===== src/rtl/arya_sched_pkg.sv =====
// Shared types and default sizes for the core dispatch scheduler and its round-robin arbiters.
package arya_sched_pkg;

  localparam int NUM_CORES_DEF = 4;
  localparam int ADDR_W_DEF    = 8;
  localparam int DATA_W_DEF    = 64;
  localparam int CORE_IDX_W    = $clog2(NUM_CORES_DEF);

  typedef enum logic [1:0] {
    IDLE    = 2'd0,
    SELECT  = 2'd1,
    WAIT    = 2'd2,
    RELEASE = 2'd3
  } sched_state_e;

endpackage


===== src/rtl/rr_arbiter.sv =====
// Combinational round-robin pick: first set request bit at or after ptr, wrapping N-1 -> 0.
module rr_arbiter
  import arya_sched_pkg::*;
#(
  parameter int N  = NUM_CORES_DEF,
  parameter int IW = CORE_IDX_W
) (
  input  logic [N-1:0]  req,
  input  logic [IW-1:0] ptr,
  output logic [N-1:0]  pick,
  output logic [IW-1:0] idx
);

  localparam int unsigned NU = N;

  logic        found;
  int unsigned c;

  always_comb begin
    pick  = '0;
    idx   = '0;
    found = 1'b0;
    c     = 0;
    for (int unsigned i = 0; i < NU; i++) begin
      c = (32'(ptr) + i) % NU;
      if (!found && req[c]) begin
        found   = 1'b1;
        pick[c] = 1'b1;
        idx     = IW'(c);
      end
    end
  end

endmodule


===== src/rtl/core_dispatch_scheduler.sv =====
// Dispatches buffered packets round-robin to enabled cores and arbitrates the shared memory port.
// Optional watchdog with sticky core_fault output: define DISPATCH_WATCHDOG_EN.
module core_dispatch_scheduler
  import arya_sched_pkg::*;
#(
  parameter int NUM_CORES   = NUM_CORES_DEF,
  parameter int ADDR_W      = ADDR_W_DEF,
  parameter int DATA_W      = DATA_W_DEF,
  parameter int MAX_BURST   = 8
`ifdef DISPATCH_WATCHDOG_EN
  ,
  parameter int TIMEOUT_CYC = 4096
`endif
) (
  input  logic                        clk,
  input  logic                        reset,
  input  logic                        pkt_rdy,
  input  logic [ADDR_W-1:0]           pkt_start_addr,
  input  logic [ADDR_W-1:0]           pkt_end_addr,
  output logic                        proc_done,
  input  logic [NUM_CORES-1:0]        core_en,
  output logic [NUM_CORES-1:0]        core_start,
  output logic [ADDR_W-1:0]           core_start_addr,
  output logic [ADDR_W-1:0]           core_end_addr,
  input  logic [NUM_CORES-1:0]        core_done,
  input  logic [NUM_CORES-1:0]        mem_req,
  input  logic [NUM_CORES*ADDR_W-1:0] mem_req_addr,
  input  logic [NUM_CORES*DATA_W-1:0] mem_req_wdata,
  input  logic [NUM_CORES-1:0]        mem_req_we,
  output logic [NUM_CORES-1:0]        mem_grant,
  output logic [ADDR_W-1:0]           mem_addr,
  output logic [DATA_W-1:0]           mem_wdata,
  output logic                        mem_wen,
`ifdef DISPATCH_WATCHDOG_EN
  output logic [NUM_CORES-1:0]        core_fault,
`endif
  output logic                        busy,
  output logic                        overrun_err
);

  localparam int IW = $clog2(NUM_CORES);
  localparam int BW = (MAX_BURST > 1) ? $clog2(MAX_BURST) : 1;
  localparam logic [IW-1:0] LAST_IDX   = IW'(NUM_CORES - 1);
  localparam logic [BW-1:0] BURST_LAST = BW'(MAX_BURST - 1);

  function automatic logic [IW-1:0] next_idx(input logic [IW-1:0] i);
    return (i == LAST_IDX) ? '0 : i + 1'b1;
  endfunction

  sched_state_e         state_q, state_d;
  logic [IW-1:0]        sel_q, core_ptr_q, cs_idx;
  logic [NUM_CORES-1:0] elig, cs_pick;
  logic                 start_fire, core_finished, timeout;

  assign start_fire    = (state_q == SELECT) && (|elig);
  assign core_finished = core_done[sel_q] || !core_en[sel_q];
  assign busy          = (state_q != IDLE);

`ifdef DISPATCH_WATCHDOG_EN
  localparam int WW = $clog2(TIMEOUT_CYC + 1);
  logic [WW-1:0] wd_cnt_q;

  assign timeout = (state_q == WAIT) && (wd_cnt_q == WW'(TIMEOUT_CYC - 1));
  assign elig    = core_en & ~core_fault;

  // A normal done in the same cycle as the timeout wins; the core is not faulted.
  always_ff @(posedge clk or negedge reset) begin
    if (!reset) begin
      wd_cnt_q   <= '0;
      core_fault <= '0;
    end else begin
      wd_cnt_q <= (state_q == WAIT) ? wd_cnt_q + 1'b1 : '0;
      if (timeout && !core_finished) core_fault[sel_q] <= 1'b1;
    end
  end
`else
  assign timeout = 1'b0;
  assign elig    = core_en;
`endif

  rr_arbiter #(.N(NUM_CORES), .IW(IW)) u_core_arb (
    .req  (elig),
    .ptr  (core_ptr_q),
    .pick (cs_pick),
    .idx  (cs_idx)
  );

  always_comb begin
    state_d = state_q;
    case (state_q)
      IDLE:    if (pkt_rdy) state_d = SELECT;
      SELECT:  if (start_fire) state_d = WAIT;
      WAIT:    if (core_finished || timeout) state_d = RELEASE;
      RELEASE: state_d = IDLE;
      default: state_d = IDLE;
    endcase
  end

  always_ff @(posedge clk or negedge reset) begin
    if (!reset) begin
      state_q         <= IDLE;
      sel_q           <= '0;
      core_ptr_q      <= '0;
      core_start      <= '0;
      proc_done       <= 1'b0;
      core_start_addr <= '0;
      core_end_addr   <= '0;
      overrun_err     <= 1'b0;
    end else begin
      state_q    <= state_d;
      core_start <= start_fire ? cs_pick : '0;
      proc_done  <= (state_q == RELEASE);
      if (state_q == IDLE && pkt_rdy) begin
        core_start_addr <= pkt_start_addr;
        core_end_addr   <= pkt_end_addr;
      end
      if (state_q != IDLE && pkt_rdy) overrun_err <= 1'b1;
      if (start_fire) begin
        sel_q      <= cs_idx;
        core_ptr_q <= next_idx(cs_idx);
      end
    end
  end

  // Memory arbiter: one arbiter instance serves both the idle pick and the burst hand-off;
  // while a grant is held it searches the other requesters starting just after the holder.
  logic [IW-1:0]        mem_idx_q, mem_ptr_q, ma_idx, ma_ptr;
  logic [BW-1:0]        burst_q;
  logic [NUM_CORES-1:0] others, ma_req, ma_pick;
  logic                 granted, holder_req, burst_done;

  assign granted    = |mem_grant;
  assign holder_req = mem_req[mem_idx_q];
  assign others     = mem_req & ~mem_grant;
  assign burst_done = (burst_q == BURST_LAST);
  assign ma_req     = granted ? others : mem_req;
  assign ma_ptr     = granted ? next_idx(mem_idx_q) : mem_ptr_q;

  rr_arbiter #(.N(NUM_CORES), .IW(IW)) u_mem_arb (
    .req  (ma_req),
    .ptr  (ma_ptr),
    .pick (ma_pick),
    .idx  (ma_idx)
  );

  always_ff @(posedge clk or negedge reset) begin
    if (!reset) begin
      mem_grant <= '0;
      mem_idx_q <= '0;
      mem_ptr_q <= '0;
      burst_q   <= '0;
    end else if (!granted) begin
      mem_grant <= ma_pick;
      mem_idx_q <= ma_idx;
      burst_q   <= '0;
    end else if (!holder_req) begin
      mem_grant <= '0;
      mem_ptr_q <= next_idx(mem_idx_q);
    end else if (burst_done && |others) begin
      mem_grant <= ma_pick;
      mem_idx_q <= ma_idx;
      mem_ptr_q <= next_idx(mem_idx_q);
      burst_q   <= '0;
    end else if (!burst_done) begin
      burst_q <= burst_q + 1'b1;
    end
  end

  always_comb begin
    mem_addr  = '0;
    mem_wdata = '0;
    mem_wen   = 1'b0;
    for (int unsigned i = 0; i < NUM_CORES; i++) begin
      if (mem_grant[i]) begin
        mem_addr  = mem_req_addr[i*ADDR_W +: ADDR_W];
        mem_wdata = mem_req_wdata[i*DATA_W +: DATA_W];
        mem_wen   = mem_req_we[i] & mem_req[i];
      end
    end
  end

endmodule


===== config.mk =====
export PLATFORM = sky130hd
export DESIGN_NAME = core_dispatch_scheduler
export DESIGN_NICKNAME = d
export VERILOG_FILES = /design/src/rtl/arya_sched_pkg.sv /design/src/rtl/rr_arbiter.sv /design/src/rtl/core_dispatch_scheduler.sv
export SDC_FILE = /design/constraint.sdc
export NUM_CORES = 1
export LEC_CHECK = 0
export ABC_AREA = 1
export CORE_AREA = 3 3 165 167
export DETAILED_ROUTE_END_ITERATION = 10
export DIE_AREA = 0 0 168 170
export GPL_TIMING_DRIVEN = 0
export SETUP_SLACK_MARGIN = 0.15
export SLEW_MARGIN = 20
export SYNTH_ARGS = -nofsm -noshare
export SYNTH_HDL_FRONTEND = slang
export SYNTH_HIERARCHICAL = 1
export SYNTH_SLANG_ARGS = --single-unit
export TNS_END_PERCENT = 30

===== constraint.sdc =====
create_clock -name clk -period 3.47 [get_ports clk]
set_input_delay 0.694 -clock clk [delete_from_list [all_inputs] [get_ports clk]]
set_output_delay 0.694 -clock clk [all_outputs]
set_load 0.02 [all_outputs]

# Word-level counts from Yosys, hierarchy flattened
# Index checks and enable logic that the tools add are counted.
# word_totals
in_bits	323
register_bits	39
wordCells	193
out_inout_bits	100
# classes
mux	93
bitwise_logic	12
n_eq_ne	14
n_addsub	9
n_reduce_logical	35
magnitude_cmp	18
# ops
operator	n
two-way mux 64 bit	4
two-way mux 4 bit	13
two-way mux 2 bit	19
two-way mux 8 bit	4
< comparator 2 x 3 -> 1 bit (second input constant)	10
two-way mux 1 bit	29
bitwise OR 4 bit	6
binary-select mux 1 bit (select 2 bit)	11
logical AND 1 bit	18
demux 1 bit (select 2 bit)	8
greater-or-equal comparator 2 x 1 -> 1 bit (second input constant)	8
two-way mux 3 bit	4
OR reduction 4 bit	3
adder 2 x 1 -> 2 bit (second input constant)	4
adder 2 bit (second input constant)	4
== test 2 bit (second input constant)	4
case mux 2 bit (4 select lines)	1
logical NOT 1 bit	7
inequality test 2 x 1 -> 1 bit (second input constant)	3
inequality test 2 bit (second input constant)	3
inequality test 3 x 2 -> 1 bit (second input constant)	2
AND reduction 2 bit	3
AND 1 bit	4
AND 4 bit	1
other kinds (8)	8

# Depth between registers and ports, before layout
# Gate-level depths: netlist of the first run.
# depth
word_depth	18
ltp_mapped	21
mapped_depth_nobuf	18

# Cells and area by module
# The synthesis of the first run kept the hierarchy.
# modules_own_cells
module	seq_area_each_um2	cells_per_inst	area_each_um2	n_inst
core_dispatch_scheduler	975.9	684	4012.6	1
rr_arbiter (u_mem_arb)	0.0	82	515.5	1
rr_arbiter (u_core_arb)	0.0	82	476.7	1

# Worst setup path after synthesis of the first run
# No wires, ideal clock.
# synth_path
kind	register to register
startpoint	register mem_grant[2]
endpoint	register mem_idx_q[0]
n_path_buf	2
stages_incl_launch_ff	21
path_slack_ps	898
t_arrival_ps	2506
synth_period_minus_slack_ps	2572
required_ps	3405
setup_time_ps	65
cell_sequence	dfrtp_1 -> inv_2 -> buf_6 -> nand2_1 -> inv_2 -> nand3_2 -> buf_4 -> inv_1 -> nand2_1 -> nand2_1 -> bufinv_8 -> ha_1 -> inv_1 -> nand3_1 -> nand2_1 -> nand3_1 -> nor2_1 -> nor2_1 -> nor2_1 -> nand3_1 -> nand2_1
# synth_between
word_cells_on_any_way	37
cone_classes	3 x add/sub; 2 x eq/ne; 20 x mux; 2 x bitwise; 10 x reduce/logical
# synth_rtl
element	line	rtl
from (decl)	core_dispatch_scheduler.sv:30	output logic [NUM_CORES-1:0] mem_grant,
from (signal assigned)	core_dispatch_scheduler.sv:153	mem_grant <= ma_pick;
from (signal assigned)	core_dispatch_scheduler.sv:160	mem_grant <= ma_pick;
OR reduction 4 bit *	core_dispatch_scheduler.sv:132	assign granted = |mem_grant;
two-way mux 2 bit *	core_dispatch_scheduler.sv:137	assign ma_ptr = granted ? next_idx(mem_idx_q) : mem_ptr_q;
net ma_ptr[1]	core_dispatch_scheduler.sv:127	logic [IW-1:0] mem_idx_q, mem_ptr_q, ma_idx, ma_ptr;
branches (longest 11 deep; another with adder 2 x 1 -> 2 bit)	n/a	
two-way mux 2 bit *	rr_arbiter.sv:26	if (!found && req[c]) begin
net ma_idx[0]	core_dispatch_scheduler.sv:127	
two-way mux 2 bit	core_dispatch_scheduler.sv:159	end else if (burst_done && |others) begin
two-way mux 2 bit	core_dispatch_scheduler.sv:156	end else if (!holder_req) begin
two-way mux 2 bit *	core_dispatch_scheduler.sv:152	end else if (!granted) begin
to (signal assigned)	core_dispatch_scheduler.sv:154	mem_idx_q <= ma_idx;
to (signal assigned)	core_dispatch_scheduler.sv:161	mem_idx_q <= ma_idx;
to (decl)	core_dispatch_scheduler.sv:127	
# Mark *: on every way through the listed nets, which the timed path passes. The select of a mux whose other input is x is not followed.
# A chain may end at the register's enable or synchronous reset.

# Worst setup path after layout of the first run
# layout_path
startpoint	register mem_grant[2]
endpoint	output port mem_wdata[42]
# layout_between
elab_chain_len	2
# layout_rtl
element	line	rtl
two-way mux 64 bit (2 in series)	core_dispatch_scheduler.sv:174	if (mem_grant[i]) begin
to (decl)	core_dispatch_scheduler.sv:32	output logic [DATA_W-1:0] mem_wdata,
# No other way between the ends.

==> impl_metrics.json, run 1 <==
{
  "status": "completed",
  "drt_iter0_drc": 490,
  "mostFrequentLayoutCells": "414 x clkdlybuf4s50_1, 309 x nand2_1, 129 x o21ai_1, 85 x a21oi_1, 69 x nand3_1",
  "crit_arrival_ns": 2.66,
  "met2WireLength_um": 15000,
  "peakVddDrop_mv": 0.425,
  "layout-drive-gt1-share": 0.0733,
  "endpoint_kind": "primary output",
  "fin_area_um2": 9880,
  "synth_cells": 848,
  "slew_violations": 0,
  "hold_class": "input port to async pin",
  "routabilityCongestion": 0.922,
  "drcViolationCount": 0,
  "die_w_um": 168,
  "dpl.cell_count": 1606,
  "viasPerCell": 4.64,
  "synth_top_area_cell": "nand2_1",
  "fillers": 2799,
  "cts_tree": "done",
  "io_pins": 423,
  "grt_max_degree": 21,
  "finalSetupViolations": 0,
  "path_cells": "inv_2, buf_6, buf_1, o21ai_1, o21ai_1, clkdlybuf4s50_1",
  "clock_sinks": 39,
  "top_layer": "met5",
  "cpLargestDelayFamily": "buffers and inverters",
  "clock-root-buffer": "clkbuf_16",
  "hpwl_um": 26700,
  "antenna_found_initial": 4,
  "wl_met3_um": 3010,
  "grt_pass1_vias": 7298,
  "synth_nets": 1189,
  "num_antenna_cells": 0,
  "slew_headroom": 0.506,
  "grt_pass1_wl_um": 45700,
  "reg2reg_to": "mem_idx_q[0]",
  "synth-seq-area-share": 0.195,
  "crit_top_cell": "o21ai_1",
  "fin_setup_tns_ns": 0,
  "clock_latency_ns": 0.28,
  "grt_util_all_layers": 0.207,
  "routedWlPerCell_um": 19.9,
  "fin_crit_sh": 0.967,
  "crit_type": "register to primary output",
  "antenna_left": 0,
  "r2r-start": "mem_grant[2]",
  "multi_input_area_um2": 3540,
  "vias": 7498,
  "yosysTopAreaCellShare": 0.232,
  "synth_cell_type_count": 33,
  "layout_commonest_cell": "clkdlybuf4s50_1",
  "numCtsBuffers": 5,
  "start_util": 0.193,
  "overflow": 0,
  "postSynth.asyncResetShare": 1.00,
  "placed_cell_area_um2": 9670,
  "synth_warnings": 6,
  "dr.pass1.iters": 6,
  "drv_cap": 0,
  "met1_length_um": 13200,
  "synth_edf_count": 0,
  "p_leak_nw": 4.34,
  "portBuffers": 422,
  "regArea_um2": 977,
  "ys.flop_type": "dfrtp_1",
  "die_h_um": 170,
  "dieArea_um2": 28600,
  "syn_avg_cell_area_um2": 5.90,
  "total_power_mw": 7.89,
  "rsz0062_at_grt": "true",
  "fin_cells": 1617,
  "required_ns": 2.78,
  "path_buf_inv": 4,
  "ys_ff_latch": 39,
  "drt_wl_total_um": 32100,
  "core-area_um2": 25900,
  "rr_worst_depth": 20,
  "hold_viol": 0,
  "final.min_clock_period_ns": 3.35,
  "synth_area_um2": 5000,
  "row_count": 59,
  "clk_pin_slew_ns": 0.06,
  "cpPeakStageDelay_ns": 0.71,
  "area_delta_synth_final_pct": 97.5,
  "finClkSkew_ns": 0.00498,
  "max_freq_ghz": 0.298,
  "htree_levels": 2,
  "nets": 1622,
  "crit_slowest_cell": "clkdlybuf4s50_1",
  "p_per_area_nw_per_um2": 798,
  "hold_ws_ns": 0.377,
  "worstMarginPinSlew_ns": 0.741,
  "synthTopCellsByArea": "nand2_1 23%, dfrtp_1 20%, o21ai_1 13%",
  "crit_start": "mem_grant[2]",
  "cp-start-kind": "register",
  "clockBufferDepth": 2,
  "reg2reg_slack_ns": 0.48,
  "path_max_fanout": 10
}
-- power by group --
| part | internal [mW] | switching, mW | total (mW) | leakage [nW] |
|---|---|---|---|---|
| sequential | 0.664 | 0.156 | 0.820 | 0.479 |
| combinational | 2.71 | 3.87 | 6.59 | 3.78 |
| clock | 0.306 | 0.179 | 0.485 | 0.0761 |
| total | 3.68 | 4.21 | 7.89 | 4.34 |
-- kinds of logic (layout without fill, tap and decap cells) --
| group | Yosys count | in the layout | share of synthesized area |
|---|---|---|---|
| fa+ha+maj | 18 | 18 | 0.0450 |
| flops | 39 | 39 | 0.195 |
| compound gates | 245 | 245 | 0.251 |
| simple gates | 427 | 427 | 0.375 |
| mux | 16 | 16 | 0.0360 |
| buf+inv | 103 | 537 | 0.0980 |
-- layout make-up --
type,count,share of cell area
Buffer,53,0.0295
Inverter,50,0.0214
Sequential cell,39,0.0989
Tap cell,335,0.0424
Clock buffer,7,0.0154
Clock inverter,1,0.000759
Multi-Input combinational cell,706,0.358
Timing Repair Buffer,426,0.434
-- metal layers --
layer,up-vias,GRT usage
met5,-,0
met4,8,0.0512
met3,50,0.0713
met2,326,0.342
met1,3439,0.261
li1,3675,-
-- synth_stat cells (2+ instances only) --
cell and number:
nor2_8 2, buf_4 11, inv_6 2, nor2_1 21, nand2_8 2, nand2_1 309, a21oi_1 85, buf_2 13
inv_1 42, inv_2 4, nand3_2 2, o21ai_0 20, a21boi_0 8, clkbuf_1 26, dfrtp_1 39, buf_6 3
nand4_1 4, o21ai_1 129, nand2_2 4, nand3b_1 3, nand3_4 2, ha_1 18, mux2_2 16, nand3_1 69
nand2_4 5, nor2_2 2
-- repair_timing --
action / 4_1_cts / 5_1_grt
hold endpoints to repair: 0 / 0
gates cloned: 0 / 0
hold buffers: 0 / 0
pin swaps: 1 / 0
setup endpoints to repair: 30 / 34
setup buffers: 3 / 0
gates resized for setup: 4 / 20
-- stage by stage --
step | util | worst slack (ns)
finish | 0.381 | 0.116
global route | 0.381 | 0.0816
CTS | 0.380 | 0.0885
detailed placement | 0.373 | 0.217
global placement | 0.372 | 0.182
floorplan | - | 0.898
-- sequential cells by signal (all words and copies together), names as in the netlist --
register / cells
overrun_err: 1
mem_ptr_q: 2
proc_done: 1
burst_q: 3
core_ptr_q: 2
core_start: 4
state_q: 2
core_end_addr: 8
sel_q: 2
mem_idx_q: 2
core_start_addr: 8
mem_grant: 4
-- how the worst max path moves through the flow --
stage,cells past startpoint,end
finish,6,mem_wdata[42]
global route,6,mem_addr[6]
CTS,7,mem_wdata[42]
detailed placement,6,mem_wdata[42]
global placement,6,mem_wdata[42]
floorplan,20,mem_idx_q[0]
Power figures use the tool's default switching activity.
==> run 2, diff against run 1 <==
--- a/config.mk
+++ b/config.mk
@@ -6,14 +6,13 @@
 export NUM_CORES = 1
 export LEC_CHECK = 0
 export ABC_AREA = 1
-export CORE_AREA = 3 3 165 167
+export CORE_AREA = 3 3 164 166
 export DETAILED_ROUTE_END_ITERATION = 10
-export DIE_AREA = 0 0 168 170
+export DIE_AREA = 0 0 167 169
 export GPL_TIMING_DRIVEN = 0
 export SETUP_SLACK_MARGIN = 0.15
 export SLEW_MARGIN = 20
 export SYNTH_ARGS = -nofsm -noshare
 export SYNTH_HDL_FRONTEND = slang
-export SYNTH_HIERARCHICAL = 1
 export SYNTH_SLANG_ARGS = --single-unit
 export TNS_END_PERCENT = 30
==> run 2 against run 1 <==
  * First-iteration DRC count up 35%
  * Critical path depth down 1
  * Sequential share of layout area up 0.44 points
  * Maximum frequency up 1.1%
  * Clock-buffer cell count down 2
  * Largest cell class unchanged
  * Via count down 6.8%
  * Register-to-register slack better by 0.33 ns
  * Die area down 1.2%
  * Power down 18%
  * Critical endpoint is now mem_wdata[45]
  * Cell count down 11%
==> impl_metrics.json, run 2 <==
{
  "clkPwrFrac": 0.082,
  "layout-drive-gt1-share": 0.0894,
  "hpwl_um": 25900,
  "clock_latency_ns": 0.28,
  "synth_nets": 1018,
  "synth-seq-area-share": 0.215,
  "final.min_clock_period_ns": 3.32,
  "postSynth.asyncResetShare": 1.00,
  "reg_top3": "core_end_addr: 8 flops, core_start_addr: 8 flops",
  "switching_share": 0.517,
  "multi_input_area_um2": 3230,
  "synthTopCellsByArea": "dfrtp_1 22%, nand2_1 15%, a221oi_1 14%",
  "endpoint_kind": "primary output",
  "htree_levels": 2,
  "status": "completed",
  "crit_arrival_ns": 2.62,
  "ys_ff_latch": 39,
  "viasPerCell": 4.84,
  "pwr-share-comb": 0.792,
  "cts_tree": "done",
  "slew_headroom": 0.588,
  "vias": 6990,
  "holdBufCountCts": 0,
  "clock-root-buffer": "clkbuf_16",
  "rsz0062_at_grt": "true",
  "max_freq_ghz": 0.301,
  "clk_pin_slew_ns": 0.06,
  "synth_area_um2": 4540,
  "synth_edf_count": 0,
  "synth_warnings": 0,
  "clockBufferDepth": 2,
  "peakVddDrop_mv": 0.512,
  "yosys-top-cells-count": "177 x nand2_1, 82 x nor2_1, 72 x a221oi_1, 71 x o31ai_1, 44 x clkbuf_1",
  "drv_cap": 0,
  "crit_type": "register to primary output",
  "dr.pass1.iters": 5,
  "finClkSkew_ns": 0.00199,
  "antenna_found_initial": 3,
  "routedWlPerCell_um": 21.7,
  "p_per_area_nw_per_um2": 683,
  "yosysTopAreaCellShare": 0.215,
  "drt_wl_total_um": 31300,
  "fillers": 2691,
  "drcViolationCount": 0,
  "hold_class": "input port to async pin",
  "fin_crit_sh": 0.956,
  "synth_cell_type_count": 34,
  "grt_max_degree": 26,
  "grt_pass1_wl_um": 44200,
  "p_sw_mw": 3.35,
  "worstMarginPinSlew_ns": 0.617,
  "core-area_um2": 25800,
  "ys.flop_type": "dfrtp_1",
  "layout_commonest_cell": "clkdlybuf4s50_1",
  "slew_violations": 0,
  "synth_cells": 673,
  "area_delta_synth_final_pct": 109,
  "power_frac_seq": 0.126,
  "synthMostInstantiatedCell": "nand2_1",
  "synth_top_area_cell": "dfrtp_1",
  "start_util": 0.176,
  "numCtsBuffers": 5,
  "portBuffers": 422,
  "nets": 1451,
  "grt_pass1_vias": 6774,
  "finalSetupViolations": 0,
  "mostFrequentLayoutCells": "406 x clkdlybuf4s50_1, 177 x nand2_1, 81 x nor2_1, 72 x a221oi_1, 68 x o31ai_1",
  "clock_sinks": 39,
  "utilization": 0.368,
  "regArea_um2": 978,
  "total_power_mw": 6.48,
  "io_pins": 423,
  "path_max_fanout": 10,
  "p_leak_nw": 3.87,
  "syn_avg_cell_area_um2": 6.74,
  "routabilityCongestion": 0.932,
  "required_ns": 2.78,
  "dieArea_um2": 28200,
  "overflow": 0,
  "pre_cts_ws_ns": -0.354,
  "hold_viol": 0,
  "row_count": 59,
  "die_h_um": 169,
  "worst_slack_ns": 0.153,
  "antenna_left": 0,
  "p_int_mw": 3.13,
  "grt_util_all_layers": 0.203,
  "cp-start-kind": "register",
  "hold_ws_ns": 0.323,
  "die_w_um": 167,
  "drt_iter0_drc": 660
}
## run 2: cell count changes after synthesis, sizes merged, moves of 18 or more
cell    before  now
a21oi       85    6
a221oi       0   72
buf         27    6
clkbuf      26   44
nand2      320  184
nand3       73   47
nor2        26   87
o21ai      150   24
o31ai        1   71
## run 2: per-layer routing
layer | vias up | part of all wire | GRT usage | wire length (um)
li1 | 3302 | - | - | -
met1 | 3290 | 0.42 | 0.265 | 13100
met2 | 349 | 0.46 | 0.325 | 14500
met3 | 45 | 0.094 | 0.0652 | 2940
met4 | 4 | 0.025 | 0.0542 | 780
met5 | - | 0.00083 | 0 | 26
## run 2: final cells by class
| type | count | share of cell area |
|---|---|---|
| Timing Repair Buffer | 427 | 0.451 |
| Multi-Input combinational cell | 543 | 0.341 |
| Sequential cell | 39 | 0.103 |
| Tap cell | 335 | 0.0442 |
| Buffer | 49 | 0.0263 |
| Inverter | 41 | 0.0162 |
| Clock buffer | 5 | 0.0132 |
| Clock inverter | 3 | 0.00462 |
| Antenna cell | 1 | 0.000264 |
## run 2: stage by stage
step           cells  setup TNS, ns  instance area, um^2
5_1_grt         1443              0                 9480
2_1_floorplan    673              0                 4540
6_report        1443              0                 9480
3_5_place_dp    1431          -6.08                 9200
4_1_cts         1442              0                 9450
3_3_place_gp    1430         -20.72                 9180
## run 2: cells by family after synthesis
logic type / synth area share
flops: 0.215
buf+inv: 0.0781
mux: 0.0397
compound gates: 0.309
simple gates: 0.297
fa+ha+maj: 0.0607
## run 2: path summary, 6_finish.rpt
kind	start	endpoint	slack, ns	cells after the start
worst max-delay path	mem_grant[1]	mem_wdata[45]	0.15	5
worst min-delay path	reset	core_end_addr[3]	0.32	1
worst max register to register	mem_idx_q[0]	mem_grant[2]	0.81	15
worst min register to register	overrun_err	overrun_err	0.49	1
max in group asynchronous	reset	core_end_addr[6]	2.69	2
min in group clk	overrun_err	overrun_err	0.49	1
## run 2: worst max-delay path, stage by stage, from the launching register on
cell and delay (ns):
dfrtp_2 0.51, clkbuf_4 0.32, clkbuf_2 0.29, a221oi_1 0.14
o31ai_2 0.36, clkdlybuf4s50_1 0.70
## run 2: what timing repair did
action,CTS,global route
setup endpoints to repair,73,52
buffers inserted,4,0
pin swaps,1,0
resized for setup,44,27
## run 2: power groups by stage
stage	logic [mW]	clock network [mW]	registers, mW
finish	5.13	0.532	0.816
global route	5.57	0.564	0.842
CTS	5.15	0.553	0.818
detailed placement	5.11	0	0.821
global placement	5.10	0	0.812
floorplan	2.76	0	0.933
==> run 3, diff against run 2 <==
--- a/config.mk
+++ b/config.mk
@@ -9,7 +9,7 @@
 export CORE_AREA = 3 3 164 166
 export DETAILED_ROUTE_END_ITERATION = 10
 export DIE_AREA = 0 0 167 169
-export GPL_TIMING_DRIVEN = 0
+export GPL_TIMING_DRIVEN = 1
 export SETUP_SLACK_MARGIN = 0.15
 export SLEW_MARGIN = 20
 export SYNTH_ARGS = -nofsm -noshare
==> constraint.sdc (replaced) <==
create_clock -name clk -period 3.4 [get_ports clk]
set_input_delay 0.68 -clock clk [delete_from_list [all_inputs] [get_ports clk]]
set_output_delay 0.68 -clock clk [all_outputs]
set_load 0.02 [all_outputs]
==> run 3 against run 2 <==
  * Combinational power about the same
  * Sequential power up 4.0%
  * Worst hold slack better by 0.18 ns
  * Register-to-register slack worse by 0.32 ns
  * Non-clock buffer count down 38
  * Critical endpoint is now mem_wdata[18]
  * Largest cell class unchanged
==> impl_metrics.json, run 3 (same netlist as run 2, synthesis figures left out) <==
{
  "area_delta_synth_final_pct": 107,
  "dieArea_um2": 28200,
  "fin_setup_tns_ns": 0,
  "clock-root-buffer": "clkbuf_16",
  "layout-drive-gt1-share": 0.0795,
  "crit_arrival_ns": 2.50,
  "crit_type": "input port to primary output",
  "cp-start-kind": "input port",
  "p_leak_nw": 3.70,
  "holdBufCountCts": 0,
  "clock_sinks": 39,
  "viasPerCell": 4.78,
  "whs_path_depth": 1,
  "layout_commonest_cell": "clkdlybuf4s50_1",
  "grt_pass1_wl_um": 40700,
  "htree_levels": 2,
  "reg_top3": "core_end_addr: 8 flops, core_start_addr: 8 flops",
  "io_pins": 423,
  "die_w_um": 167,
  "vias": 6716,
  "antenna_found_initial": 4,
  "numCtsBuffers": 5,
  "slew_headroom": 0.398,
  "drt_wl_total_um": 28000,
  "row_count": 59,
  "slew_violations": 0,
  "worstMarginPinSlew_ns": 0.903,
  "drcViolationCount": 0,
  "drt_iter0_drc": 591,
  "antenna_left": 0,
  "grt_pass1_vias": 6700,
  "status": "completed",
  "rsz0062_at_grt": "true",
  "grt_max_degree": 78,
  "finalSetupViolations": 0,
  "cts_tree": "done",
  "start_util": 0.176,
  "pre_cts_ws_ns": 0.234,
  "hold_class": "register to register",
  "fin_crit_sh": 0.935,
  "nets": 1413,
  "clock_latency_ns": 0.28,
  "required_ns": 2.72,
  "dpl.cell_count": 1396,
  "endpoint_kind": "primary output",
  "hold_viol": 0,
  "routabilityCongestion": 0.869,
  "clk_pin_slew_ns": 0.06,
  "dr.pass1.iters": 5,
  "portBuffers": 422,
  "path_max_fanout": 1,
  "overflow": 0,
  "grt_util_all_layers": 0.182,
  "finClkSkew_ns": 0.00201,
  "fin_cells": 1405,
  "worst_slack_ns": 0.220,
  "clockBufferDepth": 2,
  "rr_worst_depth": 13,
  "peakVddDrop_mv": 0.382,
  "drv_cap": 0,
  "routedWlPerCell_um": 19.9,
  "core-area_um2": 25800,
  "die_h_um": 169,
  "hpwl_um": 22500,
  "final.min_clock_period_ns": 3.18,
  "mostFrequentLayoutCells": "404 x clkdlybuf4s50_1, 177 x nand2_1, 81 x nor2_1, 72 x a221oi_1, 69 x o31ai_1",
  "p_per_area_nw_per_um2": 692,
  "max_freq_ghz": 0.314
}
## run 3: per-layer routing
layer / vias up / global-route usage / share of wire
met5: - / 0 / 0.00097
met4: 4 / 0.0488 / 0.026
met3: 43 / 0.0553 / 0.088
met2: 321 / 0.298 / 0.47
met1: 3136 / 0.235 / 0.42
li1: 3212 / - / -
## run 3: area by class of cell
class / instances / area [um^2]
diodes: 1 / 2.50
clock buffers: 5 / 125
clock inverters: 3 / 43.8
fillers: 2702 / 16400
inverters: 41 / 154
multi-input cells: 543 / 3220
flip-flops and latches: 39 / 982
well taps: 335 / 419
repair buffers: 438 / 4430
## run 3: what timing repair did
action,CTS,global route
pin swaps,0,0
endpoints found under the setup margin,2,13
gates resized for setup,1,3
setup buffers,0,0
## run 3: critical path, stage by stage
cell and delay [ns]:
clkdlybuf4s50_1 0.47, a221oi_1 0.59, o31ai_1 0.17, clkdlybuf4s50_1 0.58
## run 3: per-stage QoR
stage	hold slack [ns]	total power, mW	util	area, um^2
3_5_place_dp	0.493	5.95	0.357	9200
6_report	0.500	6.49	0.364	9380
2_1_floorplan	0.384	3.77	-	4540
3_3_place_gp	0.476	5.90	0.357	9200
4_1_cts	0.507	6.54	0.363	9360
5_1_grt	0.518	7.03	0.364	9380
## run 3: worst paths after layout
kind	from	end	slack, ns
worst max register to register	mem_grant[3]	mem_grant[0]	0.49
worst min-delay path	overrun_err	overrun_err	0.50
worst max-delay path	mem_req_wdata[82]	mem_wdata[18]	0.22
min in group asynchronous	reset	core_start[0]	0.52
worst min register to register	overrun_err	overrun_err	0.50
max in group asynchronous	reset	mem_grant[3]	2.21
## run 3: power by group
group	total, mW	switching [mW]	internal (mW)	leakage [nW]
clock	0.547	0.200	0.346	0.0838
combinational	5.10	2.92	2.18	3.14
sequential	0.849	0.177	0.672	0.479
total	6.49	3.30	3.20	3.70
